$ cat src/rtl/mem_stage.sv
// Memory-access stage: drives the synchronous data RAM, checks alignment,
// extends load data and owns the MEM->WB pipeline register.
module mem_stage #(
   parameter int DM_LAT = 1
) (
   input  logic         clk,
   input  logic         resetn,
   input  logic         MEM_valid,
   input  logic [155:0] EXE_MEM_bus_r,
   input  logic         WB_allow_in,
   input  logic         cancel,
   input  logic [31:0]  dm_rdata,
   output logic         dm_en,
   output logic [3:0]   dm_wen,
   output logic [31:0]  dm_addr,
   output logic [31:0]  dm_wdata,
   output logic         MEM_over,
   output logic         MEM_allow_in,
   output logic [4:0]   MEM_wdest,
   output logic         WB_valid,
   output logic [153:0] MEM_WB_bus_r
);

   generate
      if (DM_LAT != 1) begin : g_lat_unsupported
         $fatal(1, "mem_stage supports only DM_LAT == 1");
      end
   endgenerate

   localparam logic [3:0] OP_LW  = 4'd1;
   localparam logic [3:0] OP_LH  = 4'd2;
   localparam logic [3:0] OP_LHU = 4'd3;
   localparam logic [3:0] OP_LB  = 4'd4;
   localparam logic [3:0] OP_LBU = 4'd5;
   localparam logic [3:0] OP_SW  = 4'd6;
   localparam logic [3:0] OP_SH  = 4'd7;
   localparam logic [3:0] OP_SB  = 4'd8;

   typedef enum logic [1:0] {IDLE = 2'd0, LWAIT = 2'd1, HOLD = 2'd2} state_t;

   function automatic logic [31:0] load_ext(input logic [3:0] op, input logic [1:0] a,
                                            input logic [31:0] w);
      logic [15:0] half_v;
      logic [7:0]  byte_v;
      half_v = a[1] ? w[31:16] : w[15:0];
      case (a)
         2'd0:    byte_v = w[7:0];
         2'd1:    byte_v = w[15:8];
         2'd2:    byte_v = w[23:16];
         default: byte_v = w[31:24];
      endcase
      case (op)
         OP_LH:   load_ext = {{16{half_v[15]}}, half_v};
         OP_LHU:  load_ext = {16'h0000, half_v};
         OP_LB:   load_ext = {{24{byte_v[7]}}, byte_v};
         OP_LBU:  load_ext = {24'h000000, byte_v};
         default: load_ext = w;
      endcase
   endfunction

   function automatic logic [3:0] store_wen(input logic [3:0] op, input logic [1:0] a);
      case (op)
         OP_SW:   store_wen = 4'b1111;
         OP_SH:   store_wen = 4'b0011 << a;
         OP_SB:   store_wen = 4'b0001 << a;
         default: store_wen = 4'b0000;
      endcase
   endfunction

   state_t        state_r, state_nxt_s;
   logic [31:0]   held_r;
   logic [3:0]    mem_op_s;
   logic [31:0]   store_data_s, exe_result_s, load_res_s, mem_result_s;
   logic [1:0]    a_s;
   logic          is_load_s, is_store_s, adel_s, ades_s;
   logic          load_ok_s, store_ok_s, over_s, wb_wen_s;
   logic [153:0]  wb_bus_s;

   assign mem_op_s     = EXE_MEM_bus_r[155:152];
   assign store_data_s = EXE_MEM_bus_r[151:120];
   assign exe_result_s = EXE_MEM_bus_r[119:88];
   assign a_s          = exe_result_s[1:0];

   // Decode the access type and the alignment exceptions
   always_comb begin
      is_load_s  = 1'b0;
      is_store_s = 1'b0;
      adel_s     = 1'b0;
      ades_s     = 1'b0;
      case (mem_op_s)
         OP_LW:          begin is_load_s  = 1'b1; adel_s = (a_s != 2'd0); end
         OP_LH, OP_LHU:  begin is_load_s  = 1'b1; adel_s = a_s[0];        end
         OP_LB, OP_LBU:  begin is_load_s  = 1'b1;                         end
         OP_SW:          begin is_store_s = 1'b1; ades_s = (a_s != 2'd0); end
         OP_SH:          begin is_store_s = 1'b1; ades_s = a_s[0];        end
         OP_SB:          begin is_store_s = 1'b1;                         end
         default:        begin is_load_s  = 1'b0;                         end
      endcase
   end

   assign load_ok_s  = is_load_s & ~adel_s;
   assign store_ok_s = is_store_s & ~ades_s;

   // Next-state and completion logic
   always_comb begin
      state_nxt_s = state_r;
      over_s      = 1'b0;
      case (state_r)
         IDLE: begin
            if (MEM_valid & load_ok_s) begin
               state_nxt_s = LWAIT;
            end else begin
               over_s = MEM_valid;
            end
         end
         LWAIT: begin
            over_s = MEM_valid;
            if (WB_allow_in) begin
               state_nxt_s = IDLE;
            end else begin
               state_nxt_s = HOLD;
            end
         end
         HOLD: begin
            over_s = MEM_valid;
            if (WB_allow_in) begin
               state_nxt_s = IDLE;
            end else begin
               state_nxt_s = HOLD;
            end
         end
         default: state_nxt_s = IDLE;
      endcase
      if (cancel) begin
         state_nxt_s = IDLE;
      end else begin
         state_nxt_s = state_nxt_s;
      end
   end

   // RAM strobes are forced low while in reset or being flushed
   assign dm_en    = resetn & ~cancel & MEM_valid & (state_r == IDLE)
                     & (load_ok_s | (store_ok_s & WB_allow_in));
   assign dm_wen   = (dm_en & store_ok_s) ? store_wen(mem_op_s, a_s) : 4'b0000;
   assign dm_addr  = {exe_result_s[31:2], 2'b00};
   assign dm_wdata = (mem_op_s == OP_SB) ? {4{store_data_s[7:0]}}
                   : (mem_op_s == OP_SH) ? {2{store_data_s[15:0]}} : store_data_s;

   assign MEM_over     = over_s & resetn;
   assign MEM_allow_in = ~MEM_valid | (MEM_over & WB_allow_in);
   assign MEM_wdest    = EXE_MEM_bus_r[36:32] & {5{MEM_valid}};

   assign load_res_s   = load_ext(mem_op_s, a_s, (state_r == HOLD) ? held_r : dm_rdata);
   assign mem_result_s = load_ok_s ? load_res_s : exe_result_s;
   assign wb_wen_s     = EXE_MEM_bus_r[37] & ~adel_s & ~ades_s;
   assign wb_bus_s     = {wb_wen_s, EXE_MEM_bus_r[36:32], mem_result_s, EXE_MEM_bus_r[87:56],
                          EXE_MEM_bus_r[55:40], EXE_MEM_bus_r[31:0], exe_result_s,
                          EXE_MEM_bus_r[39:38], adel_s, ades_s};

   // State register and stalled-load data capture
   always_ff @(posedge clk or negedge resetn) begin
      if (!resetn) begin
         state_r <= IDLE;
         held_r  <= 32'h0000_0000;
      end else begin
         state_r <= state_nxt_s;
         if ((state_r == LWAIT) & ~WB_allow_in & ~cancel) begin
            held_r <= dm_rdata;
         end else begin
            held_r <= held_r;
         end
      end
   end

   // MEM->WB pipeline register; a flush beats a simultaneous transfer
   always_ff @(posedge clk or negedge resetn) begin
      if (!resetn) begin
         WB_valid     <= 1'b0;
         MEM_WB_bus_r <= 154'd0;
      end else if (cancel) begin
         WB_valid     <= 1'b0;
      end else if (MEM_over & WB_allow_in) begin
         WB_valid     <= 1'b1;
         MEM_WB_bus_r <= wb_bus_s;
      end else if (WB_allow_in) begin
         WB_valid     <= 1'b0;
      end else begin
         WB_valid     <= WB_valid;
      end
   end

   mem_stage_chk u_chk (
      .clk          (clk),
      .resetn       (resetn),
      .MEM_valid    (MEM_valid),
      .MEM_over     (MEM_over),
      .WB_allow_in  (WB_allow_in),
      .cancel       (cancel),
      .EXE_MEM_bus_r(EXE_MEM_bus_r)
   );

endmodule

// Protocol checker: the EXE->MEM bus must hold still until the stage hands off.
module mem_stage_chk (
   input logic         clk,
   input logic         resetn,
   input logic         MEM_valid,
   input logic         MEM_over,
   input logic         WB_allow_in,
   input logic         cancel,
   input logic [155:0] EXE_MEM_bus_r
);
   property p_bus_stable;
      @(posedge clk) disable iff (!resetn)
         (MEM_valid && !(MEM_over && WB_allow_in) && !cancel) |=> $stable(EXE_MEM_bus_r);
   endproperty
   a_bus_stable: assert property (p_bus_stable);
endmodule

$ cat config.mk
export PLATFORM = sky130hd
export DESIGN_NAME = mem_stage
export DESIGN_NICKNAME = d
export VERILOG_FILES = /design/src/rtl/mem_stage.sv
export SDC_FILE = /design/constraint.sdc
export NUM_CORES = 1
export LEC_CHECK = 0
export BUFFER_PORTS_ARGS = -buffer_cell sky130_fd_sc_hd__buf_4
export CAP_MARGIN = 40
export CORE_AREA = 2 2 166 168
export CTS_BUF_LIST = sky130_fd_sc_hd__clkbuf_4 sky130_fd_sc_hd__clkbuf_8 sky130_fd_sc_hd__clkbuf_16
export DETAILED_ROUTE_END_ITERATION = 8
export DIE_AREA = 0 0 168 170
export GPL_TIMING_DRIVEN = 0
export HOLD_SLACK_MARGIN = 0.1
export PLACE_DENSITY = 0.7
export SYNTH_ARGS = -nofsm -noshare
export SYNTH_HDL_FRONTEND = slang
export SYNTH_SLANG_ARGS = --single-unit
$ cat constraint.sdc
create_clock -name clk -period 2.78 [get_ports clk]
set_clock_uncertainty 0.2 [all_clocks]
set_input_delay 0.139 -clock clk [delete_from_list [all_inputs] [get_ports clk]]
set_output_delay 0.139 -clock clk [all_outputs]
set_load 0.1 [all_outputs]
[Yosys cells after proc, flatten, opt, wreduce, memory -nomap -nowiden]
Index checks and enable logic that the tools add are counted.
Word-level totals
  register bits: 189
  latch bits: 0
  memory bits (writable): 0
  bits in read-only memories: 0
  input bits: 193
  output and inout port bits: 231
  word-level logic and storage cells: 73
  memories kept: 0
Cells by class
  add/subtract/negate cells: 0
  multipliers: 0
  div/mod/pow operators: 0
  order comparisons: 0
  equal/unequal tests: 13
  shift-type cells: 2
  muxes and demuxes: 22
  bitwise gates (word level): 23
  reduce and logical (&&, ||, !) cells: 9
Operators with widths (count)
  2-to-1 mux 32 bit: 4
  case mux 32 bit (4 select lines): 1
  case mux 8 bit (3 select lines): 1
  equality test 4 x 3 -> 1 bit (second input constant): 4
  2-to-1 mux 16 bit: 1
  bitwise AND 1 bit: 15
  case mux 4 bit (3 select lines): 1
  equality test 4 x 2 -> 1 bit (second input constant): 2
  2-to-1 mux 1 bit: 6
  2-to-1 mux 2 bit: 3
  case mux 1 bit (2 select lines): 3
  bitwise AND 5 bit: 1
  inverter 1 bit: 5
  OR reduction 5 bit: 1
  equality test 2 x 1 -> 1 bit (second input constant): 2
  equality test 2 bit (second input constant): 2
  equality test 4 x 1 -> 1 bit (second input constant): 1
  equality test 4 bit (second input constant): 1
  logical NOT 2 bit: 2
  2-to-1 mux 4 bit: 1
  case mux 2 bit (2 select lines): 1
  OR reduction 2 bit: 2
  left shift 1 x 2 -> 4 bit (first input constant): 1
  left shift 2 x 2 -> 4 bit (first input constant): 1
  other kinds (6): 7

[Logic depth before layout (Yosys ltp)]
Gate-level depths: netlist (run 1).
  word-level depth: 12
  gate-level depth with buffers: 10

[Worst setup path before layout (run 1)]
No wires, ideal clock.
  path kind: input -> output
  start point: input port EXE_MEM_bus_r[154]
  end point: output port dm_en
  data arrival time: 3455 ps
  data required time: 2441 ps
  slack: -1014 ps
  stages: 7
  path buffers: 3
  cell sequence: buf_2 > or3b_1 > clkbuf_1 > nand2_1 > clkbuf_1 > a21oi_1 > nor3_1
On the way
  cells in the longest elaborated chain, start to end: 7
Ends and longest elaborated chain
  from (decl): line 9  | input logic [155:0] EXE_MEM_bus_r,
  equality test 4 bit, or another cell as far along: line 90  | case (mem_op_s)
  OR reduction 3 bit (no line), or another cell as far along
  2-to-1 mux 1 bit, or another cell as far along: line 90
  bitwise AND 1 bit / inverter 1 bit (equally long branches): line 102, 101
  bitwise AND 1 bit, on equally long branches: line 143, 101
  OR 1 bit *: line 143  | & (load_ok_s | (store_ok_s & WB_allow_in));
  bitwise AND 1 bit *: line 143
  to (decl): line 13  | output logic dm_en,
Every way passes the cells marked *; elsewhere a longest branch is shown, timed or not.

[Worst setup path in the final report (run 1)]
  start point: register state_r[0]
  end point: register MEM_WB_bus_r[143]
On the way
  cells in the longest elaborated chain, start to end: 6
Ends and longest elaborated chain
  from (decl): line 70  | state_t state_r, state_nxt_s;
  from (signal assigned): line 166  | state_r <= state_nxt_s;
  equality test 2 bit / equality test 2 x 1 -> 1 bit (equally long branches): line 108, 153
  OR reduction 2 bit (no line)
  case mux 1 bit (2 select lines): line 108  | case (state_r)
  bitwise AND 1 bit: line 149  | assign MEM_over = over_s & resetn;
  bitwise AND 1 bit: line 182  | end else if (MEM_over & WB_allow_in) begin
  AND reduction 2 bit (no line)
  to (signal assigned): line 184  | MEM_WB_bus_r <= wb_bus_s;
  to (decl): line 21  | output logic [153:0] MEM_WB_bus_r
Parallel ways exist; a longest one is shown, timed or not.
A chain may end at the register's enable or synchronous reset.

==> results.py, run 1 <==
metrics = {
    "final_layout": {
        "final_layout_size_suffix_gt1_share_pct": 44.91,
        "instances_no_fill": 1764,
        "fill_cells": 2111,
        "layout.nets": 1607,
        "seqCellArea_mm2": 0.004730,
        "antenna_cells": 0,
        "multi_input_area_mm2": 0.004340,
        "area_growth_syn_to_layout_pct": 68.66,
    },
    "sta": {
        "drv_slew": 0,
        "max_slew.worst_pin.slew_ns": 0.8027,
        "hold_viol": 0,
        "max_freq_mhz": 363.3,
        "setup_violations": 0,
        "fin_crit_sh_pct": 99.02,
        "totalNegativeSetupSlack_ns": 0,
        "relSlewSlack_pct": 46.37,
        "fin_crit_ns": 2.753,
        "rsz0062_at_grt": "yes",
    },
    "cts": {
        "path_clk_slew_ns": 0.08,
        "max-clock-path-buffers": 2,
        "clkSinkCount": 189,
        "cts_made_buffers": 17,
        "cts_tree": "yes",
        "insertion_delay_ns": 0.44,
        "htree_num_levels": 4,
        "cts-root-buf": "clkbuf_16",
    },
    "synthesis": {
        "yosysWarnings": 0,
        "synth.distinct_cells": 53,
        "syn-cell-area_mm2": 0.009409,
        "ys_seq_area_share_pct": 50.27,
        "ys_async_sr_fraction_pct": 100.0,
        "synth_top_area_share_pct": 50.27,
        "synthCells": 797,
        "muxShareOfSynthArea_pct": 24.26,
        "synth_edf_count": 0,
        "synth_xor_xnor_area_share_pct": 0.09309,
        "synth_area_leaders": "dfrtp_1 (50%), mux2_1 (15%), mux2_2 (5.4%), buf_4 (3.4%), mux2i_1 (3.2%)",
        "synth.avg_cell_area_um2": 11.81,
        "synth_seq_cells": 189,
        "synth-main-ff-cell": "dfrtp_1",
        "synthSimpleGateAreaFrac_pct": 8.750,
        "synth-compound-area-share_pct": 9.295,
        "synth-adder-area-share_pct": 0.5319,
        "yosysTopAreaCell": "dfrtp_1",
        "synth_top_family_by_area": "multiplexers",
    },
    "worst_setup_path": {
        "path_class": "reg -> reg",
        "worstSetupEndpointType": "flip-flop",
        "r2r_slack_ns": 0.03,
        "critPathRequiredTime_ns": 2.89,
        "r2r_cells": 10,
        "reg2reg_from": "state_r[0]$_DFFE_PN0P_",
        "r2r-end": "MEM_WB_bus_r[143]$_DFFE_PN0P_",
        "cp-start-kind": "flip-flop",
        "arrival_ns": 2.87,
        "crit_fanout": 8,
    },
    "drt": {
        "drt_iter0_drc": 711,
        "dr.pass1.iters": 5,
        "finalWirelength_mm": 36.00,
        "avgRoutedWirePerCell_um": 20.41,
        "drc": 0,
        "viasPerCell": 4.972,
        "vias": 8770,
        "antenna_left": 0,
    },
    "grt": {
        "grt_pass1_vias": 9049,
        "track_usage_pct": 24.64,
        "antenna_found_initial": 0,
        "grt_pass1_wl_mm": 53.79,
        "grt_max_degree": 76,
        "grt_overflow": 0,
    },
    "pwr": {
        "powerDensity_mw_per_mm2": 928.7,
        "peakVddDrop_v": 0.0004198,
        "power_mw": 14.74,
        "p_leak_nw": 7.426,
    },
    "flow_run": {
        "drv_cap": 0,
    },
    "floorplan": {
        "core_area_mm2": 0.02665,
        "pin_count": 424,
        "initial_core_util_pct": 35.31,
        "rows": 60,
        "dieHeight_um": 170,
        "dieArea_mm2": 0.02856,
        "die_w_um": 168,
    },
    "placed_design": {
        "gp_congestion": 0.8971,
        "dp_hpwl_mm": 25.82,
        "place_inst": 1559,
        "portBuffers": 418,
    },
    "min_path": {
        "hp-start": "EXE_MEM_bus_r[88]",
        "hp-class": "in -> reg",
        "min_to": "MEM_WB_bus_r[4]$_DFFE_PN0P_",
        "whs_path_depth": 3,
    },
    "outcome": {
        "outcome": "complete, no violations",
    },
}
-- worst max path at each step --
stage	from	to	slack, ns	cells past startpoint
after floorplan	EXE_MEM_bus_r[154]	dm_wen[0]	-0.52	7
after global placement	resetn	MEM_WB_bus_r[115]$_DFFE_PN0P_	-2.10	8
after detailed placement	resetn	MEM_WB_bus_r[111]$_DFFE_PN0P_	-0.97	9
after CTS	state_r[0]$_DFFE_PN0P_	MEM_WB_bus_r[120]$_DFFE_PN0P_	-0.03	9
after global routing	state_r[0]$_DFFE_PN0P_	MEM_WB_bus_r[145]$_DFFE_PN0P_	-0.06	10
final	state_r[0]$_DFFE_PN0P_	MEM_WB_bus_r[143]$_DFFE_PN0P_	0.03	10
-- cell families (layout without fill, tap and decap cells) --
kind of cell,Yosys count,after routing
flops,189,189
fa+ha+maj,4,4
compound gates,129,129
buf+inv,103,728
other cells,1,2
simple gates,165,165
mux,205,205
xor+xnor,1,1
-- synthesized netlist by cell type, types with 14 or more instances --
cell type,instances
a21oi_1,17
buf_2,20
buf_4,42
clkbuf_1,24
dfrtp_1,189
mux2_1,129
mux2_2,45
mux2i_1,30
nand2_1,39
nor2_1,59
nor4_1,18
o21ai_0,37
o21ai_1,14
o31ai_1,16
o31ai_2,14
-- cells in the final DEF, fill, tap and decap left out, drive strengths merged, types with 2 or more instances in the layout --
master       synthesis  final
nor4                18     18
nor3                11     11
a2bb2oi              2      2
conb                 1      2
mux2               174    174
clkbuf              24     42
mux2i               30     30
nor4b                2      2
nor2                59     59
o22ai                3      3
and2                 5      5
nand2b               6      6
o31ai               30     30
nand3                5      5
nand2               39     39
or4                  2      2
a2111oi              2      2
a21oi               17     17
a31oi                2      2
o21ai               51     51
o211ai               6      6
a211oi               8      8
buf                 73    500
inv                  6     15
and3                 2      2
nor2b                6      6
clkinv               0      6
dlygate4sd3          0    164
or4b                 2      2
ha                   4      4
nand4bb              2      2
nor3b                2      2
dfrtp              189    189
-- metrics by stage --
stage / area (um2) / util (%) / setup WS, ns / hold slack (ns)
2_1_floorplan: 9429 / - / -0.5184 / -0.3566
3_3_place_gp: 12990 / 48.76 / -2.097 / 0.1343
3_5_place_dp: 13030 / 48.90 / -0.9699 / -0.03999
4_1_cts: 15560 / 58.39 / -0.02855 / 0.1539
5_1_grt: 15870 / 59.54 / -0.06099 / 0.2411
6_report: 15870 / 59.54 / 0.02732 / 0.2434
-- sequential cells by signal (all words and copies together) (netlist names) --
name          count
state_r           2
MEM_WB_bus_r    154
held_r           32
WB_valid          1
-- what timing repair did --
action                     CTS  global route
gates resized for setup     27            57
cloned                       1             2
pin swaps                    1            32
buffers inserted             2             2
hold buffers               168             0
setup endpoints to repair  156           119
hold endpoints to repair   375             0
-- layout make-up --
class | instances | share of cell area (%)
Timing Repair Buffer | 594 | 32.02
Sequential cell | 189 | 29.80
Multi-Input combinational cell | 506 | 27.35
Buffer | 96 | 4.147
Tap cell | 341 | 2.689
Clock buffer | 17 | 2.681
Clock inverter | 15 | 1.167
Inverter | 6 | 0.1419
-- where the power goes --
part	internal (mW)	switching [mW]	total, mW
registers	3.52	0.407	3.92
logic	1.88	6.40	8.28
clock network	1.24	1.30	2.54
-- per-layer routing --
layer / share of wire [%] / wire length (um) / up-vias / GRT usage [%]
met2: 53 / 19170 / 335 / 46.12
met1: 39 / 14090 / 4343 / 28.88
met5: 0 / 0 / - / 0
li1: - / - / 4040 / -
met4: 2.3 / 835 / 0 / 7.221
met3: 5.3 / 1904 / 52 / 4.209
-- critical path, cell delays in order (launching register included) --
cell and delay (ns):
dfrtp_1 0.43, inv_2 0.10, ha_4 0.15, buf_8 0.13, mux2i_1 0.37, mux4_2 0.35, nor4b_4 0.06, buf_6 0.16
clkbuf_16 0.15, nor4_1 0.42, o31ai_2 0.09
Power figures use the tool's default switching activity.
==> run 2: changes to the inputs <==
- GPL_ROUTABILITY_DRIVEN: unset -> 1
- SETUP_SLACK_MARGIN: unset -> 0.5
- clock period: 2.78 -> 2.65 ns (I/O delays scaled with it)
==> run 2 against run 1 <==
The flow now finishes with violations (hold timing, setup timing); critical path depth is 1 lower; sequential share of layout area fell by 2.7 points; worst hold slack got worse by 0.84 ns; non-clock buffer count up 38; first-iteration DRC count down 11%; power is 11% higher; wire length rose by 8.5%; cell count increased by 2.3%; flip-flop and latch count stayed put; sequential power rose by 7.7%; largest cell class unchanged; clock power rose by 8%.
==> results.py, run 2 (same netlist as run 1, synthesis figures left out) <==
metrics = {
    "drt": {
        "vias": 9114,
        "antenna_left": 0,
        "viasPerCell": 5.052,
        "finalWirelength_mm": 39.07,
        "drc": 0,
        "avgRoutedWirePerCell_um": 21.66,
        "drt_iter0_drc": 634,
        "dr.pass1.iters": 6,
    },
    "worst_setup_path": {
        "crit_fanout": 6,
        "critPathRequiredTime_ns": 2.79,
        "critPathTopFamily": "multiplexers",
        "path_common_cell": "buf_8",
        "worstSetupEndpointType": "flip-flop",
        "path_class": "reg -> reg",
        "max_stage_delay_ns": 0.53,
        "cp-start-kind": "flip-flop",
        "slowest_stage": "mux4_2",
        "arrival_ns": 2.83,
        "crit_chain": "ha_4 > buf_8 > mux2i_4 > mux4_2 > nor4b_4 > buf_6 > buf_8 > nor4_4 > o31ai_1",
        "critical_path_buf_inv_count": 3,
    },
    "min_path": {
        "hp-class": "in -> async",
    },
    "final_layout": {
        "largest_reg_flops": 154,
        "layout.nets": 1645,
        "reg_top3": "MEM_WB_bus_r (154), held_r (32), state_r (2)",
        "top_register": "MEM_WB_bus_r",
        "final_common_cell": "buf_4",
        "area_growth_syn_to_layout_pct": 85.82,
        "fin_area_mm2": 0.01748,
        "final_cell_mix": "buf_4 (483), dfrtp_1 (188), dlygate4sd3_1 (158)",
        "final_layout_size_suffix_gt1_share_pct": 58.18,
    },
    "sta": {
        "totalNegativeSetupSlack_ns": -0.5773,
        "setup_violations": 38,
        "drv_slew": 0,
        "rsz0062_at_grt": "yes",
        "whs_ns": -0.5981,
        "fin_crit_sh_pct": 101.6,
        "hold_viol": 178,
        "max_slew.worst_pin.slew_ns": 0.6062,
        "fin_crit_ns": 2.692,
        "max_freq_mhz": 371.5,
        "relSlewSlack_pct": 59.49,
        "timing.final.ws_setup_ns": -0.04159,
    },
    "cts": {
        "cts_made_buffers": 17,
        "htree_num_levels": 4,
        "insertion_delay_ns": 0.44,
        "path_clk_slew_ns": 0.08,
        "clkSinkCount": 189,
        "max-clock-path-buffers": 2,
        "cts-hold-fix-buffers": 160,
        "cts_tree": "yes",
        "cts-root-buf": "clkbuf_16",
    },
    "floorplan": {
        "dieHeight_um": 170,
        "dieArea_mm2": 0.02856,
        "pin_count": 424,
        "initial_core_util_pct": 35.31,
        "core_area_mm2": 0.02665,
        "rows": 60,
        "die_w_um": 168,
    },
    "pwr": {
        "pwr-share-comb_pct": 57.3,
        "powerDensity_mw_per_mm2": 932.9,
        "switching_share_pct": 53.50,
        "p_seq_share_pct": 25.9,
        "p_switching_mw": 8.726,
        "pwr-share-clk_pct": 16.8,
        "power_mw": 16.31,
        "p_int_mw": 7.585,
        "peakVddDrop_v": 0.0004576,
        "p_leak_nw": 8.287,
    },
    "grt": {
        "antenna_found_initial": 2,
        "grt_overflow": 0,
        "grt_pass1_vias": 9407,
        "track_usage_pct": 26.00,
        "grt_max_degree": 109,
        "grt_pass1_wl_mm": 56.99,
    },
    "placed_design": {
        "dp_hpwl_mm": 26.02,
        "dpl_cell_area_mm2": 0.01391,
        "gp_congestion": 0.9232,
        "portBuffers": 418,
    },
    "flow_run": {
        "drv_cap": 0,
    },
    "outcome": {
        "violations": "hold timing, setup timing",
        "outcome": "finished with violations",
    },
}
run 2: through the flow:
step / utilization, % / cells / setup WS (ns)
finish: 65.61 / 1804 / -0.04159
global route: 65.61 / 1804 / -0.1213
CTS: 63.35 / 1775 / -0.03527
detailed placement: 52.21 / 1558 / -0.3707
global placement: 52.08 / 1557 / -2.046
floorplan: - / 798 / 0.02711
run 2: area by class of cell:
class	count	area (um2)
timing repair buffer	631	5508
antenna	2	5.005
inverter	6	27.53
sequential	189	4731
clock buffer	18	432.9
buffer	97	996.0
fill	1873	9166
multi-input combinational	506	5171
tap	341	426.7
clock inverter	14	186.4
run 2: per-layer routing:
layer  vias to the layer above  share of wire, %  global-route usage, %  wire length [um]
met1                      4539                40                  31.15             15620
met2                       382                52                  46.48             20140
met5                         -                 0                      0                 0
met4                         0               2.8                  8.960              1083
met3                        66               5.7                  5.395              2224
li1                       4127                 -                      -                 -
run 2: worst paths after layout:
kind	slack, ns	to	depth (start not counted)	start
max in group asynchronous	1.50	MEM_WB_bus_r[29]$_DFFE_PN0P_	3	resetn
worst min register to register	0.29	MEM_WB_bus_r[148]$_DFFE_PN0P_	1	MEM_WB_bus_r[148]$_DFFE_PN0P_
worst max register to register	-0.04	MEM_WB_bus_r[147]$_DFFE_PN0P_	9	state_r[1]$_DFFE_PN0P_
worst min-delay path	-0.60	held_r[20]$_DFFE_PN0P_	1	resetn
min in group clk	0.15	MEM_WB_bus_r[0]$_DFFE_PN0P_	4	EXE_MEM_bus_r[89]
worst max-delay path	-0.04	MEM_WB_bus_r[147]$_DFFE_PN0P_	9	state_r[1]$_DFFE_PN0P_
run 2: repair_timing:
| action | in CTS | in global routing |
|---|---|---|
| cloned | 4 | 8 |
| endpoints found under the setup margin | 209 | 207 |
| endpoints found under the hold margin | 268 | 188 |
| pin swaps | 11 | 11 |
| setup buffers | 21 | 19 |
| gates resized for setup | 109 | 61 |
run 2: power by group through the flow:
stage,combinational [mW],sequential (mW),clock (mW)
after detailed placement,8.87,4.20,0
final,9.35,4.22,2.74
after floorplan,1.97,9.03,0
after CTS,9.20,4.15,2.78
after global placement,8.83,4.15,0
after global routing,9.57,4.31,2.90
==> run 3: changes to the inputs <==
- clock period: 2.65 -> 3.1 ns (I/O delays scaled with it)
==> run 3 against run 2 <==
The flow now finishes without violations; final area fell by 7.8%; power fell by 19%; largest cell class unchanged; first-iteration DRC count fell by 6.8%; worst hold slack improved by 0.73 ns; critical path type unchanged; combinational power fell by 20%; cell count fell by 1.6%; die area did not move; count of clock-buffer cells in the layout fell by 1.
==> results.py, run 3 (same netlist as run 1, synthesis figures left out) <==
metrics = {
    "drt": {
        "viasPerCell": 4.950,
        "drc": 0,
        "drt_iter0_drc": 591,
        "vias": 8786,
        "avgRoutedWirePerCell_um": 20.22,
        "antenna_left": 0,
        "finalWirelength_mm": 35.89,
        "dr.pass1.iters": 5,
    },
    "pwr": {
        "powerDensity_mw_per_mm2": 818.2,
        "p_seq_share_pct": 26.8,
        "switching_share_pct": 54.99,
        "pwr-share-clk_pct": 16.4,
        "p_switching_mw": 7.252,
        "p_int_mw": 5.936,
        "p_leak_nw": 7.515,
        "pwr-share-comb_pct": 56.8,
        "peakVddDrop_v": 0.0004265,
    },
    "sta": {
        "rsz0062_at_grt": "yes",
        "setup_violations": 0,
        "hold_viol": 0,
        "fin_crit_ns": 2.729,
        "max_slew.worst_pin.slew_ns": 0.6595,
        "max_freq_mhz": 366.5,
        "drv_slew": 0,
        "fin_crit_sh_pct": 88.02,
        "totalNegativeSetupSlack_ns": 0,
        "timing.final.ws_setup_ns": 0.3714,
        "relSlewSlack_pct": 55.93,
    },
    "worst_setup_path": {
        "slowest_stage": "dfrtp_2",
        "crit_chain": "inv_2 > ha_4 > buf_8 > mux2i_2 > mux4_2 > nor4b_4 > buf_6 > buf_4 > nor4_2 > o31ai_1",
        "worstSetupEndpointType": "flip-flop",
        "r2r_slack_ns": 0.37,
        "path_class": "reg -> reg",
        "crit_path_start": "state_r[0]$_DFFE_PN0P_",
        "critPathRequiredTime_ns": 3.21,
        "crit_fanout": 8,
        "reg2reg_from": "state_r[0]$_DFFE_PN0P_",
        "max_stage_delay_ns": 0.45,
        "path_depth": 10,
        "arrival_ns": 2.83,
        "critPathTopFamily": "multiplexers",
        "r2r_cells": 10,
        "r2r-end": "MEM_WB_bus_r[132]$_DFFE_PN0P_",
        "endpoint": "MEM_WB_bus_r[132]$_DFFE_PN0P_",
        "cp-start-kind": "flip-flop",
        "critical_path_buf_inv_count": 4,
    },
    "final_layout": {
        "final_common_cell": "buf_4",
        "utilization_pct": 60.48,
        "final_cell_mix": "buf_4 (475), dfrtp_1 (188), dlygate4sd3_1 (157)",
        "area_growth_syn_to_layout_pct": 71.30,
        "layout.nets": 1618,
        "final_layout_size_suffix_gt1_share_pct": 48.29,
        "largest_reg_flops": 154,
        "top_register": "MEM_WB_bus_r",
        "fin_area_mm2": 0.01612,
        "fill_cells": 2064,
        "reg_top3": "MEM_WB_bus_r (154), held_r (32), state_r (2)",
    },
    "floorplan": {
        "dieArea_mm2": 0.02856,
        "initial_core_util_pct": 35.31,
        "pin_count": 424,
        "rows": 60,
        "core_area_mm2": 0.02665,
        "die_w_um": 168,
        "dieHeight_um": 170,
    },
    "cts": {
        "insertion_delay_ns": 0.43,
        "max-clock-path-buffers": 2,
        "cts-root-buf": "clkbuf_16",
        "cts_made_buffers": 17,
        "htree_num_levels": 4,
        "path_clk_slew_ns": 0.08,
        "cts_tree": "yes",
        "clkSinkCount": 189,
    },
    "grt": {
        "track_usage_pct": 24.14,
        "grt_pass1_vias": 8918,
        "grt_max_degree": 94,
        "grt_overflow": 0,
        "grt_pass1_wl_mm": 52.70,
        "antenna_found_initial": 0,
    },
    "placed_design": {
        "gp_congestion": 0.9120,
        "dp_slack_ns": -0.2075,
        "dpl_cell_area_mm2": 0.01310,
        "portBuffers": 418,
        "dp_hpwl_mm": 25.98,
    },
    "min_path": {
        "hp-class": "in -> async",
    },
    "outcome": {
        "outcome": "complete, no violations",
    },
    "flow_run": {
        "drv_cap": 0,
    },
}
## run 3: routing by layer
metal,part of all wire (%),up-vias,GRT usage (%),wire (um)
met1,40,4311,29.24,14530
met2,51,333,42.22,18200
met3,5.2,73,4.860,1864
met4,3.6,0,9.716,1298
li1,-,4069,-,-
met5,0,-,0,0
## run 3: layout make-up
class / instances / area (um2) / share of cell area (%)
clock buffer: 17 / 425.4 / 2.639
antenna: 1 / 2.502 / 0.01553
clock inverter: 14 / 150.1 / 0.9315
buffer: 97 / 710.7 / 4.409
timing repair buffer: 604 / 5106 / 31.68
multi-input combinational: 506 / 4543 / 28.19
sequential: 189 / 4731 / 29.35
inverter: 6 / 22.52 / 0.1397
tap: 341 / 426.7 / 2.647
## run 3: worst min-delay path by stage
stage | startpoint | to | slack (ns) | cells after the start
2_1_floorplan | resetn | MEM_WB_bus_r[0]$_DFFE_PN0P_ | -0.34 | 0
4_1_cts | resetn | MEM_WB_bus_r[26]$_DFFE_PN0P_ | -0.50 | 1
3_3_place_gp | cancel | WB_valid$_DFFE_PN0P_ | 0.15 | 2
5_1_grt | EXE_MEM_bus_r[152] | MEM_WB_bus_r[1]$_DFFE_PN0P_ | 0.13 | 3
6_report | resetn | MEM_WB_bus_r[26]$_DFFE_PN0P_ | 0.14 | 3
3_5_place_dp | resetn | MEM_WB_bus_r[26]$_DFFE_PN0P_ | -0.03 | 1
## run 3: through the flow
stage / std cells / hold slack (ns) / power (mW)
after floorplan: 798 / -0.3406 / 8.957
after global placement: 1557 / 0.1468 / 10.64
after detailed placement: 1560 / -0.02994 / 10.74
after CTS: 1760 / -0.5000 / 13.17
after global routing: 1774 / 0.1303 / 13.62
final: 1775 / 0.1350 / 13.19
## run 3: power groups by stage
stage               registers, mW  logic [mW]  clock network, mW
floorplan                    7.69        1.27                  0
global placement             3.51        7.13                  0
detailed placement           3.55        7.18                  0
CTS                          3.51        7.43               2.23
global route                 3.62        7.67               2.33
finish                       3.53        7.49               2.17
## run 3: what timing repair did
item	4_1_cts	5_1_grt
gates cloned	1	2
hold buffers	157	2
pin swaps	22	23
gates resized for setup	89	49
buffers inserted	11	10
endpoints found under the setup margin	161	186
endpoints found under the hold margin	283	71
## run 3: tightest hold or removal path: stages
cell	delay, ns
dlygate4sd3_1	0.56
buf_8	0.16
buf_16	0.30
